### src/rtl/req_ack_responder.sv
`default_nettype none
// ============================================================================
// Module      : req_ack_responder
// Description : Responder end of a 4-phase req/ack handshake. It acks after a
//               per-request latency and returns req_data+1. It also flags
//               early req drops and counts completed transactions.
//               Optional macro RESP_ASSERT_EN compiles in protocol SVA.
// Revision    : 1.0 - initial release
// ============================================================================
module req_ack_responder #(
  parameter int DATA_W = 8,
  parameter int LAT_W  = 4,
  parameter int CNT_W  = 8
) (
  input  logic              clk,
  input  logic              rst,
  input  logic              req,
  input  logic [DATA_W-1:0] req_data,
  input  logic [LAT_W-1:0]  lat,
  output logic              ack,
  output logic [DATA_W-1:0] rsp_data,
  output logic              busy,
  output logic              proto_err,
  output logic [CNT_W-1:0]  txn_cnt
);

  typedef enum logic [1:0] {
    S_IDLE = 2'd0,
    S_WAIT = 2'd1,
    S_ACK  = 2'd2
  } state_t;

  state_t            r_state;
  logic [LAT_W-1:0]  r_cnt;
  logic [DATA_W-1:0] r_data;

  assign busy = (r_state != S_IDLE);

  always_ff @(posedge clk or posedge rst) begin
    if (rst) begin
      r_state   <= S_IDLE;
      r_cnt     <= '0;
      r_data    <= '0;
      ack       <= 1'b0;
      rsp_data  <= '0;
      proto_err <= 1'b0;
      txn_cnt   <= '0;
    end else begin
      proto_err <= 1'b0;
      case (r_state)
        S_IDLE: begin
          if (req) begin
            r_data  <= req_data;
            r_cnt   <= lat;
            r_state <= S_WAIT;
          end
        end
        S_WAIT: begin
          // Initiator abandoned the request before we answered it
          if (!req) begin
            proto_err <= 1'b1;
            r_state   <= S_IDLE;
          end else if (r_cnt != '0) begin
            r_cnt <= r_cnt - LAT_W'(1);
          end else begin
            ack      <= 1'b1;
            rsp_data <= r_data + DATA_W'(1);
            r_state  <= S_ACK;
          end
        end
        S_ACK: begin
          if (!req) begin
            ack     <= 1'b0;
            txn_cnt <= txn_cnt + CNT_W'(1);
            r_state <= S_IDLE;
          end
        end
        default: r_state <= S_IDLE;
      endcase
    end
  end

`ifdef RESP_ASSERT_EN
  a_ack_after_req: assert property (@(posedge clk) disable iff (rst)
    $rose(ack) |-> $past(req))
    else $error("ack rose without prior req at %0t", $time);

  a_ack_hold: assert property (@(posedge clk) disable iff (rst)
    (ack && req) |=> ack)
    else $error("ack dropped while req high at %0t", $time);

  a_rsp_stable: assert property (@(posedge clk) disable iff (rst)
    ack |=> (!ack || $stable(rsp_data)))
    else $error("rsp_data changed while ack high at %0t", $time);

  a_err_pulse: assert property (@(posedge clk) disable iff (rst)
    proto_err |=> !proto_err)
    else $error("proto_err high two cycles at %0t", $time);
`endif

endmodule
`default_nettype wire

### config.mk
export PLATFORM = sky130hd
export DESIGN_NAME = req_ack_responder
export DESIGN_NICKNAME = d
export VERILOG_FILES = /design/src/rtl/req_ack_responder.sv
export SDC_FILE = /design/constraint.sdc
export NUM_CORES = 1
export LEC_CHECK = 0
export BUFFER_PORTS_ARGS = -buffer_cell sky130_fd_sc_hd__buf_4
export CAP_MARGIN = 20
export CORE_AREA = 10 10 62 64
export CTS_BUF_LIST = sky130_fd_sc_hd__clkbuf_8
export DETAILED_ROUTE_END_ITERATION = 8
export DIE_AREA = 0 0 72 74
export HOLD_SLACK_MARGIN = 0.15
export PLACE_DENSITY = 0.83
export SETUP_SLACK_MARGIN = 0.1
export SYNTH_ARGS = -nofsm -noshare
export SYNTH_HDL_FRONTEND = slang
export SYNTH_SLANG_ARGS = --single-unit
### constraint.sdc
create_clock -name clk -period 2.3 [get_ports clk]
set_input_delay 0.46 -clock clk [delete_from_list [all_inputs] [get_ports clk]]
set_output_delay 0.46 -clock clk [all_outputs]
set_load 0.1 [all_outputs]
==> results by group <==
Outcome
  – Status: completed

Layout
  – Share of cells above drive strength 1: 0.333
  – Final Util: 0.698
  – Final nets: roughly 190
  – Area growth, synth to finish: 23.1%
  – Fillers: 212
  – Ant diodes: 0

Setup path
  – Kind of critical path: register to register
  – Critical Path AT: around 2.1 ns
  – Required @ worst endpoint: approximately 2.5 ns
  – Startpoint types: register
  – Setup crit start: r_cnt[1]$_DFFE_PP0P_
  – Crit end category: register
  – Crit path max fanout: 5
  – RR Startpoint: r_cnt[1]$_DFFE_PP0P_

GRT
  – Vias in the first global route: between 1000 and 1500
  – Initial antenna violation count: 0
  – Gr ovfl total: 0
  – Largest net degree at the start of global routing: 33
  – Total GRT Usage: 0.138
  – Global-route wire length before repair: 5770 um

Detailed routing
  – WL met1: around 1400 um
  – Wirelength, routed: 3400 um
  – Antenna-violating nets left: 0
  – DRT Pass-1 Iters: 4
  – Via density per instance: between 5 and 6
  – WL per Instance: roughly 17 um
  – Vias: 1146
  – Met2 wire length: 1660 um
  – Top sig layer: met4
  – Total length of routed met3 wires: about 240 um
  – DRC violations left: 0
  – Drt initial violations: ~120

Clocking
  – Clock Tree Root: clkbuf_8
  – Hold_buf cts: 0
  – CTS tree: yes
  – Clk sinks: 32
  – Clock Tree Buf Depth: 2
  – Clock-pin transition on the worst setup and hold timing paths: roughly 0.06 ns
  – Post_cts resized: 0
  – H-tree lvl count: 2
  – Clock latency on the worst-skew pair: 0.29 ns
  – Total setup buffers inserted after CTS: 0
  – Num CTS Buffers: 5

Yosys
  – Net Count, Synth: about 150
  – Ys Warns: 0
  – Number of register bits inferred by synthesis: 32
  – Post-Syn Instances: between 100 and 150
  – Seq/Total Area, Yosys: 0.530
  – Post-Syn Area: 1510 sq um
  – Netlist cell types: 34
  – Synthesized area per cell: between 10 and 15 sq um

STA
  – Final Setup Violations: 0
  – Tightest Pin Transition: approximately 0.67 ns
  – RSZ-0062 raised after global routing: no
  – Max_slew headroom: 0.549
  – Final hold vios: 0
  – Final Slew Violations: 0
  – Clock skew: between 0.003 and 0.004 ns
  – Fmax: approximately 530 MHz
  – Final Critical Period: about 1.9 ns
  – Post-route clock period utilization: 0.827
  – Setup tns final: 0 ns

Die
  – Die area: approximately 5300 sq um
  – Num ports: 34
  – FP Rows: 19
  – Die Span X: 72 um
  – Initial Util: 0.567
  – Die height: about 74 um
  – Core box area: ~2700 sq um

Place
  – Detailed Place HPWL: 2520 um
  – GPL Wtd Cong: roughly 0.94
  – PortBufs: 33

Run
  – Max cap viols: 0

Min path
  – Hold Crit Class: input port to async pin

Power
  – Worst-case vdd ir drop: ~0.0014 V
  – Leak: 0.864 nW
  – Pwr dens: roughly 1600 nW/um^2
[synth_stat cells, drive strengths merged]
| library cell | count | area [sq um] |
|---|---|---|
| dfrtp | 32 | 801 |
| mux2 | 11 | 124 |
| nand2 | 11 | 41.3 |
| o21ai | 10 | 50.1 |
| xnor2 | 10 | 87.6 |
| nand4 | 6 | 37.5 |
| a21oi | 5 | 25.0 |
| inv | 5 | 18.8 |
| nand3 | 5 | 25.0 |
| a31oi | 3 | 18.8 |
| buf | 3 | 33.8 |
| ha | 3 | 37.5 |
| nor2 | 3 | 16.3 |
| nor3b | 3 | 27.5 |
| or3 | 3 | 18.8 |
| and3 | 2 | 12.5 |
| clkbuf | 2 | 8.75 |
| nor4bb | 2 | 20.0 |
| o2bb2ai | 2 | 17.5 |
| a22oi | 1 | 7.51 |
| nand2b | 1 | 6.26 |
| nand3b | 1 | 7.51 |
| nand4bb | 1 | 11.3 |
| nor2b | 1 | 6.26 |
| nor3 | 1 | 5.00 |
| o211ai | 1 | 7.51 |
| o31ai | 1 | 7.51 |
| or2 | 1 | 6.26 |
| or2b | 1 | 7.51 |
| or3b | 1 | 8.76 |
| or4 | 1 | 7.51 |
[logic make-up after synthesis]
group	count (synthesis)	synth area share
multiplexers	11	0.0820
AND/OR/NAND/NOR	44	0.176
AO/OA/AOI/OAI	23	0.0887
adder cells (fa/ha/maj)	3	0.0249
flip-flops	32	0.530
XOR/XNOR	10	0.0580
buffers and inverters	10	0.0406
[cell usage in the layout, fill, tap and decap left out, drive strengths merged]
cell type  count
ha             3
mux2          11
o31ai          1
o211ai         1
or4            1
or2            1
nor4bb         2
nor2b          1
nand3b         1
a31oi          3
nand2b         1
buf           35
nand4          6
dfrtp         32
clkbuf         6
nor3           1
o21ai         10
and3           2
o2bb2ai        2
or2b           1
xnor2         10
or3            3
a22oi          1
or3b           1
nand3          5
a21oi          5
nor3b          3
nand4bb        1
nor2           3
inv            7
nand2         11
[state kept, by name (all words and copies together), names as in the netlist]
name,count
ack,1
proto_err,1
r_cnt,4
r_data,8
r_state,2
rsp_data,8
txn_cnt,8
[worst max-delay path: stages, from the launching register on]
cell and delay [ns]:
dfrtp_1 0.41, inv_1 0.08, ha_1 0.21, nor4bb_1 0.63
buf_4 0.25, a21oi_1 0.07, a31oi_1 0.18
[final timing paths]
check                                                to  slack (ns)  cells after the start
max in group asynchronous        r_state[0]$_DFFE_PP0P_        1.75                      3
min in group clk                    proto_err$_DFF_PP0_        0.38                      2
worst min register to register          ack$_DFFE_PP0P_        0.48                      2
worst min-delay path             txn_cnt[7]$_DFFE_PP0P_        0.25                      3
worst max register to register  rsp_data[7]$_DFFE_PP0P_        0.40                      6
worst max-delay path            rsp_data[7]$_DFFE_PP0P_        0.40                      6
[stage by stage]
step	setup slack [ns]	std cells	area (sq um)	hold slack, ns	power (W)
final	0.397	202	1860	0.254	0.00288
after global placement	0.596	194	1770	0.466	0.00241
after detailed placement	0.453	194	1770	0.469	0.00246
after global routing	0.248	202	1860	0.285	0.00304
after CTS	0.412	202	1860	0.264	0.00290
after floorplan	0.589	133	1510	0.490	0.00213
[where the power goes]
part / total, W / switching [W] / internal [W]
Sequential: 0.000960 / 0.000199 / 0.000761
Clock: 0.000436 / 0.000201 / 0.000235
Combinational: 0.00149 / 0.00108 / 0.000407
Total: 0.00288 / 0.00148 / 0.00140
[per-layer routing]
metal  vias to the layer above  track usage
met5                         -            0
met4                         0       0.0710
met1                       558        0.158
li1                        549            -
met3                         7       0.0585
met2                        32        0.219
[area by class of cell]
type	count	area, sq um	share of cell area
inverters	5	18.8	0.0101
clock buffers	6	82.6	0.0444
clock inverters	2	7.51	0.00404
multi-input cells	91	648	0.349
flip-flops and latches	32	801	0.431
well taps	31	38.8	0.0209
repair buffers	35	263	0.141
(Power assumes the default switching activity.)
